--- src/rtl/biriscv_v_alu_seq.sv ---
// Sequencer wrapping a combinational vector ALU: issue -> exec -> writeback.
// Define BIRISCV_VALU_STATS_EN to build the completed-op counter on stat_ops_o.
module biriscv_v_alu_seq #(
  parameter int VLEN = 128,
  parameter int ELEN = 32
) (
  input  logic            clk_i,
  input  logic            rst_i,

  input  logic            issue_valid_i,
  output logic            issue_accept_o,
  input  logic [31:0]     issue_opcode_i,
  input  logic [31:0]     issue_pc_i,
  input  logic            issue_invalid_i,
  input  logic [4:0]      issue_vd_idx_i,
  input  logic [4:0]      issue_va_idx_i,
  input  logic [4:0]      issue_vb_idx_i,
  input  logic [31:0]     issue_ra_operand_i,
  input  logic [VLEN-1:0] issue_va_operand_i,
  input  logic [VLEN-1:0] issue_vb_operand_i,
  input  logic [VLEN-1:0] issue_vmask_operand_i,

  output logic            alu_valid_o,
  output logic [31:0]     alu_opcode_o,
  output logic [31:0]     alu_ra_operand_o,
  output logic [VLEN-1:0] alu_va_operand_o,
  output logic [VLEN-1:0] alu_vb_operand_o,
  output logic [VLEN-1:0] alu_vmask_operand_o,
  input  logic [VLEN-1:0] alu_result_i,

  output logic            wb_valid_o,
  input  logic            wb_ready_i,
  output logic [VLEN-1:0] wb_value_o,
  output logic [4:0]      wb_vd_idx_o,
  output logic [31:0]     wb_pc_o,
  output logic            wb_fault_o,

  input  logic            flush_i,
  output logic            busy_o,
  output logic [31:0]     stat_ops_o
);

  if (VLEN % ELEN != 0) begin : g_bad_cfg
    $error("VLEN must be a multiple of ELEN");
  end

  localparam logic [2:0] S_IDLE = 3'b001;
  localparam logic [2:0] S_EXEC = 3'b010;
  localparam logic [2:0] S_WB   = 3'b100;

  logic [2:0]  state_q;
  logic        init_q;
  logic [31:0] pc_q;
  logic [4:0]  vd_q;
  logic        inv_q;
  logic        hazard;
  logic        accept;

  assign hazard = (issue_va_idx_i == wb_vd_idx_o) |
                  (issue_vb_idx_i == wb_vd_idx_o);

  // init_q keeps the issue port closed for the first cycle out of reset
  always_comb begin
    accept = 1'b0;
    unique case (1'b1)
      state_q[0]: accept = issue_valid_i;
      state_q[2]: accept = issue_valid_i & wb_ready_i & ~hazard;
      default:    accept = 1'b0;
    endcase
    accept = accept & ~flush_i & init_q & ~rst_i;
  end

  assign issue_accept_o = accept;
  assign alu_valid_o    = state_q[1] & ~inv_q;
  assign wb_valid_o     = state_q[2];
  assign busy_o         = ~state_q[0];

  always_ff @(posedge clk_i or posedge rst_i) begin
    if (rst_i) begin
      state_q <= S_IDLE;
      init_q  <= 1'b0;
    end else begin
      init_q <= 1'b1;
      if (flush_i) begin
        state_q <= S_IDLE;
      end else begin
        unique case (1'b1)
          state_q[0]: if (accept) state_q <= S_EXEC;
          state_q[1]: state_q <= S_WB;
          state_q[2]: begin
            if (wb_ready_i)
              state_q <= accept ? S_EXEC : S_IDLE;
          end
          default:    state_q <= S_IDLE;
        endcase
      end
    end
  end

  always_ff @(posedge clk_i or posedge rst_i) begin
    if (rst_i) begin
      alu_opcode_o        <= '0;
      alu_ra_operand_o    <= '0;
      alu_va_operand_o    <= '0;
      alu_vb_operand_o    <= '0;
      alu_vmask_operand_o <= '0;
      pc_q                <= '0;
      vd_q                <= '0;
      inv_q               <= 1'b0;
    end else if (accept) begin
      alu_opcode_o        <= issue_opcode_i;
      alu_ra_operand_o    <= issue_ra_operand_i;
      alu_va_operand_o    <= issue_va_operand_i;
      alu_vb_operand_o    <= issue_vb_operand_i;
      alu_vmask_operand_o <= issue_vmask_operand_i;
      pc_q                <= issue_pc_i;
      vd_q                <= issue_vd_idx_i;
      inv_q               <= issue_invalid_i;
    end
  end

  // an illegal op never reaches the ALU and retires a zero result
  always_ff @(posedge clk_i or posedge rst_i) begin
    if (rst_i) begin
      wb_value_o  <= '0;
      wb_vd_idx_o <= '0;
      wb_pc_o     <= '0;
      wb_fault_o  <= 1'b0;
    end else if (state_q[1] & ~flush_i) begin
      wb_value_o  <= inv_q ? '0 : alu_result_i;
      wb_vd_idx_o <= vd_q;
      wb_pc_o     <= pc_q;
      wb_fault_o  <= inv_q;
    end
  end

`ifdef BIRISCV_VALU_STATS_EN
  logic [31:0] stat_q;
  logic        handshake;

  assign handshake = state_q[2] & wb_ready_i & ~flush_i;

  always_ff @(posedge clk_i or posedge rst_i) begin
    if (rst_i)
      stat_q <= '0;
    else if (handshake)
      stat_q <= stat_q + 32'd1;
  end

  assign stat_ops_o = stat_q;
`else
  assign stat_ops_o = '0;
`endif

endmodule
--- config.mk ---
export PLATFORM = sky130hd
export DESIGN_NAME = biriscv_v_alu_seq
export DESIGN_NICKNAME = d
export VERILOG_FILES = /design/src/rtl/biriscv_v_alu_seq.sv
export SDC_FILE = /design/constraint.sdc
export NUM_CORES = 1
export LEC_CHECK = 0
export ABC_AREA = 1
export CORE_AREA = 2 2 502 504
export CTS_CLUSTER_SIZE = 40
export DETAILED_ROUTE_END_ITERATION = 16
export DIE_AREA = 0 0 504 506
export PLACE_DENSITY = 0.37
export SYNTH_ARGS = -nofsm -noshare
export SYNTH_HDL_FRONTEND = slang
export SYNTH_SLANG_ARGS = --single-unit
--- constraint.sdc ---
create_clock -name clk_i -period 26.1 [get_ports clk_i]
set_input_delay 3.915 -clock clk_i [delete_from_list [all_inputs] [get_ports clk_i]]
set_output_delay 3.915 -clock clk_i [all_outputs]
set_load 0.05 [all_outputs]
==> results of run 1 <==
## cell families after synthesis
kind of cell,Yosys count
other,2
xor gates and xnor gates,3
DFF,656
and+or+nand+nor,1603
buffers and inverters,246
AOI/OAI and AO/OA,134
## through the flow
stage           util  power [mW]  hold WS (ns)  std cells
2_1_floorplan      -        2.30         0.442       2675
3_3_place_gp   0.166        3.08         0.452       7070
3_5_place_dp   0.166        3.08         0.457       7070
4_1_cts        0.178        4.47         0.472       7240
5_1_grt        0.178        4.57         0.484       7243
6_report       0.179        4.37         0.467       7262
## sequential cells by signal, indices dropped and copies added (netlist names)
| signal | flops |
|---|---|
| alu_va_operand_o | 128 |
| alu_vb_operand_o | 128 |
| alu_vmask_operand_o | 128 |
| wb_value_o | 128 |
| alu_opcode_o | 32 |
| alu_ra_operand_o | 32 |
| pc_q | 32 |
| wb_pc_o | 32 |
| vd_q | 5 |
| wb_vd_idx_o | 5 |
| state_q | 3 |
| init_q | 1 |
| inv_q | 1 |
| wb_fault_o | 1 |
## worst min-delay path: stages, from the launching register on
cell	delay [ns]
sky130_fd_sc_hd__dfrtp_1	0.33
sky130_fd_sc_hd__nand2_1	0.05
sky130_fd_sc_hd__nand2_1	0.05
## metal layers
| layer | wire (µm) | up-vias |
|---|---|---|
| met4 | 4250 | 88 |
| li1 | - | 11000 |
| met5 | 574 | - |
| met3 | 18500 | 296 |
| met2 | 77800 | 1120 |
| met1 | 71800 | 11900 |
## Yosys cell counts
master                        n
sky130_fd_sc_hd__nand2_2      1
sky130_fd_sc_hd__buf_2       73
sky130_fd_sc_hd__o21ai_0      4
sky130_fd_sc_hd__nand2_1   1100
sky130_fd_sc_hd__and3_1       1
sky130_fd_sc_hd__buf_4       60
sky130_fd_sc_hd__dfstp_2      1
sky130_fd_sc_hd__xor2_1       1
sky130_fd_sc_hd__nand3_1    489
sky130_fd_sc_hd__inv_2        3
sky130_fd_sc_hd__nor3b_1      1
sky130_fd_sc_hd__buf_6        4
sky130_fd_sc_hd__conb_1       2
sky130_fd_sc_hd__inv_1       15
sky130_fd_sc_hd__nor2_1      11
sky130_fd_sc_hd__o31ai_1      1
sky130_fd_sc_hd__xnor2_1      2
sky130_fd_sc_hd__a31oi_1      1
sky130_fd_sc_hd__dfrtp_1    655
sky130_fd_sc_hd__a22o_1     128
sky130_fd_sc_hd__buf_1        1
sky130_fd_sc_hd__clkbuf_1    90
## power breakdown
group	switching, mW	internal, mW	leakage [nW]
Combinational	1.15	0.515	9.98
Clock	0.559	0.780	1.53
Sequential	0.136	1.23	8.30
## area by class of cell
type | count | area share
sequential | 656 | 0.368
tap | 3348 | 0.0938
multi-input combinational | 1773 | 0.179
antenna | 22 | 0.00123
clock buffer | 141 | 0.0613
clock inverter | 29 | 0.00995
inverter | 18 | 0.00179
timing repair buffer | 1275 | 0.285
## final timing paths
check / slack [ns] / endpoint / cells past startpoint
max: 14.75 / issue_accept_o / 11
min: 0.47 / wb_pc_o[6] / 2
max reg2reg: 20.38 / alu_vb_operand_o[102] / 13
min reg2reg: 0.47 / wb_pc_o[6] / 2
max in group asynchronous: 19.11 / alu_vb_operand_o[34] / 5
min in group asynchronous: 3.95 / init_q / 2
## layout by cell type (no fill, tap or decap), types with 2 or more instances in the layout
master | synthesis | routed
sky130_fd_sc_hd__a22o_1 | 128 | 128
sky130_fd_sc_hd__buf_12 | 0 | 4
sky130_fd_sc_hd__buf_4 | 60 | 25
sky130_fd_sc_hd__bufinv_16 | 0 | 5
sky130_fd_sc_hd__clkbuf_1 | 90 | 25
sky130_fd_sc_hd__clkbuf_16 | 0 | 93
sky130_fd_sc_hd__clkbuf_8 | 0 | 23
sky130_fd_sc_hd__clkdlybuf4s50_1 | 0 | 1246
sky130_fd_sc_hd__clkinv_16 | 0 | 4
sky130_fd_sc_hd__clkinv_2 | 0 | 7
sky130_fd_sc_hd__clkinv_4 | 0 | 3
sky130_fd_sc_hd__clkinvlp_4 | 0 | 7
sky130_fd_sc_hd__conb_1 | 2 | 33
sky130_fd_sc_hd__dfrtp_1 | 655 | 655
sky130_fd_sc_hd__diode_2 | 0 | 22
sky130_fd_sc_hd__inv_1 | 15 | 14
sky130_fd_sc_hd__inv_16 | 0 | 3
sky130_fd_sc_hd__inv_2 | 3 | 2
sky130_fd_sc_hd__nand2_1 | 1100 | 1099
sky130_fd_sc_hd__nand3_1 | 489 | 489
sky130_fd_sc_hd__nor2_1 | 11 | 9
sky130_fd_sc_hd__nor2_4 | 0 | 2
sky130_fd_sc_hd__o21ai_0 | 4 | 4
sky130_fd_sc_hd__xnor2_1 | 2 | 2
==> flow_metrics.env, run 1 <==
export IMPL_status="complete, no violations"
export IMPL_vdd_ir_drop_worst_mv=0.0487
export IMPL_clock_sinks=656
export IMPL_grt_antenna_before_repair=92
export IMPL_post_route_drc_count=0
export IMPL_fin_area_um2=44600
export IMPL_synthesis_area_per_instance_um2=9.65
export IMPL_timing_worst_setup_path_type="input port to output pin"
export IMPL_grt_busiest_layer="met2"
export IMPL_worst_path_max_fanout=62
export IMPL_grt_setup_unrepaired="no"
export IMPL_power_static_leakage_nw=19.8
export IMPL_gr_usage_met3=0.0588
export IMPL_worstSetupEndpointType="output pin"
export IMPL_startpoint_of_the_tightest_hold_check_path="wb_pc_o[6]"
export IMPL_starting_density_of_the_core=0.102
export IMPL_die_h_um=506
export IMPL_synth_cell_area_um2=25500
export IMPL_data_required_critical_path_ns=22.18
export IMPL_slowest_stage="sky130_fd_sc_hd__clkdlybuf4s50_1"
export IMPL_use_met2=0.208
export IMPL_cp_start_kind="input port"
export IMPL_placement_cell_area_um2=41400
export IMPL_grt_total_usage=0.132
export IMPL_synth_lib_cells_used_distinct=22
export IMPL_post_cts_repair_setup_buffers=0
export IMPL_drt_pass_1_iters=6
export IMPL_fin_skew_ns=0.101
export IMPL_synth_top_area_share=0.642
export IMPL_synth_mux_area_fraction=0
export IMPL_finalWeightedCongestion=0.839
export IMPL_synth_xor_area_share=0.00103
export IMPL_timing_critical_path_slowest_cell_delay_ns=0.73
export IMPL_cts_tree="done"
export IMPL_clock_transition_at_the_register_clock_pins_on_the_worst_setup_and_hold_paths_after_cts_ns=0.05
export IMPL_insertion_delay_of_the_later_clocked_pin_in_the_worst_skew_pair_ns=0.77
export IMPL_n_fill_cell=28000
export IMPL_combinational_family_with_the_most_area_after_synthesis="simple AND/OR/NAND/NOR gates"
export IMPL_postRouteAntennaNets=0
export IMPL_relSlewSlack=0.0315
export IMPL_cts_repair_resized=0
export IMPL_pin_count_of_the_biggest_net_entering_global_routing=166
export IMPL_total_grt_overflow=0
export IMPL_worstSetupStartpoint="issue_va_idx_i[1]"
export IMPL_cts_root_to_sink_buffers=3
export IMPL_final_hold_violation_count=0
export IMPL_drt_first_iter_violations=1594
export IMPL_via_density_per_instance=3.36
export IMPL_worst_path_buf_inv=4
export IMPL_cts_hold_buffers_added=0
export IMPL_grt_pass1_vias=25000
export IMPL_worstPathCellList="clkdlybuf4s50_1 > inv_1 > nand2_1 > nand2_1 > nor2_1 > nand3_1 > nand3_1 > nand2_8 > nand2_4 > inv_1 > clkdlybuf4s50_1"
export IMPL_ys_seq_elements=656
export IMPL_finalWorstPathRequiredPeriod_ns=11.35
export IMPL_register_area_um2=16400
export IMPL_synth_area_top_cells="sky130_fd_sc_hd__dfrtp_1 (64%), sky130_fd_sc_hd__nand2_1 (16%), sky130_fd_sc_hd__nand3_1 (9.6%)"
export IMPL_postLayoutSetupSlackWorst_ns=14.75
export IMPL_drt_wirelength_per_cell_um=23.8
export IMPL_final_max_slew_violation_count=0
export IMPL_synthAdderAreaFrac=0
export IMPL_dpl_hpwl_mm=135
export IMPL_synth_simple_gate_area_share=0.260
export IMPL_worst_ep_arrival_time_ns=7.44
export IMPL_nets=4446
export IMPL_post_route_cells_drive_above_1_share=0.0473
export IMPL_die_w_um=504
export IMPL_ios=1279
export IMPL_drv_max_cap_violation_count=0
export IMPL_cts_htree_levels=3
export IMPL_power_density_nw_per_um2=97.9
export IMPL_achievable_frequency_mhz=88.1
export IMPL_setup_violations_final=0
export IMPL_die_area_um2=255000
export IMPL_groute_layer_met1_usage=0.162
export IMPL_multi_input_area_um2=7980
export IMPL_clockRootBuffer="sky130_fd_sc_hd__clkbuf_16"
export IMPL_cts_buffer_count=93
export IMPL_postSynthCellCount=2644
export IMPL_dp_slack_ns=14.47
export IMPL_finalCritPeriodShare=0.435
export IMPL_worst_slew_pin_transition_ns=1.45
export IMPL_port_buffers=1246
export IMPL_cpLargestDelayFamily="simple AND/OR/NAND/NOR gates"
export IMPL_synth_compound_area_frac=0.0453
export IMPL_first_pass_grt_wire_length_mm=234
export IMPL_hold_class="register to register"
export IMPL_totalWireLength_mm=173
export IMPL_setup_tns_final_ns=0
export IMPL_flow_area_growth_from_synthesis_pct=75.0
export IMPL_yosys_area_top_type="sky130_fd_sc_hd__dfrtp_1"
export IMPL_vias=24400
export IMPL_rr_startpoint="wb_vd_idx_o[1]"
export IMPL_synth_warnings=0
export IMPL_rows=184
export IMPL_synth_seq_area_share=0.643
export IMPL_core_region_area_um2=250000
No activity file was read; power rests on OpenSTA's default activity.
==> run 2, diff against run 1 <==
- CORE_AREA: 2 2 502 504 -> 2 2 492 494
- DIE_AREA: 0 0 504 506 -> 0 0 494 496
- PLACE_DENSITY: 0.37 -> 0.39
- clock period: 26.1 -> 9.7 ns (I/O delays scaled with it)
==> run 2 against run 1 <==
Compared with the run above: critical path depth fell by 1; largest power group unchanged; first-iteration DRC count fell by 11%; setup slack got worse by 11 ns; combinational power rose to 2.7 times the previous value; total power rose to 2.7 times the previous value; sequential share of layout area rose by 0.18 points; final cell count fell by 2.2%; via count rose by 0.30%; flip-flop and latch count did not move; register-to-register slack got worse by 15 ns; worst hold slack barely moved.
==> flow_metrics.env, run 2 (synthesized netlist as in run 1, its figures left out) <==
export IMPL_status="complete, no violations"
export IMPL_first_pass_grt_wire_length_mm=232
export IMPL_dp_slack_ns=3.74
export IMPL_postRouteAntennaNets=0
export IMPL_achievable_frequency_mhz=171
export IMPL_most_common_layout_cells="sky130_fd_sc_hd__clkdlybuf4s50_1 (1,246), sky130_fd_sc_hd__nand2_1 (1,099), sky130_fd_sc_hd__dfrtp_1 (655)"
export IMPL_hold_slack_ns=0.467
export IMPL_ios=1279
export IMPL_dpl_hpwl_mm=138
export IMPL_clockRootBuffer="sky130_fd_sc_hd__clkbuf_16"
export IMPL_worst_path_max_fanout=73
export IMPL_via_density_per_instance=3.45
export IMPL_cts_htree_levels=3
export IMPL_post_cts_repair_setup_buffers=0
export IMPL_fin_area_um2=44400
export IMPL_post_route_cells_drive_above_1_share=0.0511
export IMPL_post_route_drc_count=0
export IMPL_cpLargestDelayFamily="buffers and inverters"
export IMPL_place_detailed_instances=6910
export IMPL_worstPathCellList="clkdlybuf4s50_1 > nor2_1 > nor2_1 > nor2_1 > nand3_1 > nand3_1 > nand2_8 > nand2_4 > inv_1 > clkdlybuf4s50_1"
export IMPL_power_static_leakage_nw=19.8
export IMPL_cts_tree="done"
export IMPL_hold_class="register to register"
export IMPL_stdcell_count=7099
export IMPL_flow_area_growth_from_synthesis_pct=74.1
export IMPL_cts_buffer_count=92
export IMPL_finalWeightedCongestion=0.870
export IMPL_worst_ep_arrival_time_ns=4.40
export IMPL_worstSetupEndpointType="output pin"
export IMPL_finalCritPeriodShare=0.603
export IMPL_cts_repair_resized=0
export IMPL_nets=4448
export IMPL_die_h_um=496
export IMPL_clock_sinks=656
export IMPL_starting_density_of_the_core=0.106
export IMPL_drt_pass_1_iters=5
export IMPL_slowest_stage="sky130_fd_sc_hd__clkdlybuf4s50_1"
export IMPL_worst_slew_pin_transition_ns=1.09
export IMPL_clock_transition_at_the_register_clock_pins_on_the_worst_setup_and_hold_paths_after_cts_ns=0.06
export IMPL_grt_pass1_vias=25100
export IMPL_timing_worst_setup_path_type="input port to output pin"
export IMPL_total_grt_overflow=0
export IMPL_pin_count_of_the_biggest_net_entering_global_routing=197
export IMPL_postLayoutSetupSlackWorst_ns=3.85
export IMPL_cts_root_to_sink_buffers=3
export IMPL_die_area_um2=245000
export IMPL_vdd_ir_drop_worst_mv=0.126
export IMPL_final_hold_violation_count=0
export IMPL_cp_start_kind="input port"
export IMPL_fin_skew_ns=0.0412
export IMPL_final_common_cell="sky130_fd_sc_hd__clkdlybuf4s50_1"
export IMPL_timing_critical_path_slowest_cell_delay_ns=0.85
export IMPL_drt_wirelength_per_cell_um=24.6
export IMPL_grt_antenna_before_repair=107
export IMPL_grt_total_usage=0.137
export IMPL_worst_path_buf_inv=3
export IMPL_totalWireLength_mm=175
export IMPL_crit_path_frequent_cell="sky130_fd_sc_hd__nor2_1"
export IMPL_cts_hold_buffers_added=0
export IMPL_grt_setup_unrepaired="no"
export IMPL_vias=24500
export IMPL_core_region_area_um2=240000
export IMPL_n_fill_cell=26700
export IMPL_post_route_util=0.185
export IMPL_finalWorstPathRequiredPeriod_ns=5.85
export IMPL_relSlewSlack=0.275
export IMPL_power_density_nw_per_um2=264
export IMPL_drt_first_iter_violations=1411
export IMPL_data_required_critical_path_ns=8.25
export IMPL_final_max_slew_violation_count=0
export IMPL_placement_cell_area_um2=41300
export IMPL_port_buffers=1246
export IMPL_insertion_delay_of_the_later_clocked_pin_in_the_worst_skew_pair_ns=0.74
export IMPL_rows=180
export IMPL_die_w_um=494
export IMPL_drv_max_cap_violation_count=0
export IMPL_setup_violations_final=0
[run 2: area by class of cell]
class | instances | area (µm²) | share of cell area
clock inverter | 44 | 482 | 0.0108
multi-input combinational | 1773 | 7980 | 0.180
tap | 3185 | 3990 | 0.0897
antenna | 21 | 52.6 | 0.00118
timing repair buffer | 1278 | 12800 | 0.288
inverter | 18 | 76.3 | 0.00172
clock buffer | 124 | 2630 | 0.0593
sequential | 656 | 16400 | 0.370
[run 2: power by group]
part           internal, mW  total [mW]  switching [mW]
Clock                  2.05        3.55            1.50
Combinational          1.39        4.52            3.13
Sequential             3.31        3.68           0.368
Total                  6.75        11.7            4.99
[run 2: per-layer routing]
metal	track usage	share of wire	vias up
met1	0.162	0.40	11900
met2	0.222	0.46	1155
met4	0.0392	0.027	72
met3	0.0641	0.11	294
met5	0	0.0026	-
li1	-	-	11000
[run 2: final timing paths]
path                                 startpoint                       to  slack [ns]  depth (start not counted)
max in group asynchronous                 rst_i    alu_va_operand_o[118]        6.62                          4
max                           issue_va_idx_i[0]           issue_accept_o        3.85                         10
min in group asynchronous                 rst_i     alu_ra_operand_o[16]        1.22                          2
min reg2reg                alu_va_operand_o[70]     alu_va_operand_o[70]        0.47                          2
max reg2reg                      wb_vd_idx_o[0]  alu_vmask_operand_o[83]        5.80                         11
min                        alu_va_operand_o[70]     alu_va_operand_o[70]        0.47                          2
[run 2: worst min-delay path, stage by stage (launching register included)]
cell                      delay [ns]
sky130_fd_sc_hd__dfrtp_1        0.34
sky130_fd_sc_hd__nand2_1        0.05
sky130_fd_sc_hd__nand2_1        0.05
[run 2: through the flow]
stage	setup TNS, ns	power [mW]
after detailed placement	0	8.34
after global routing	0	12.3
after CTS	0	12.0
after floorplan	-472.07	6.19
after global placement	0	8.33
final	0	11.7
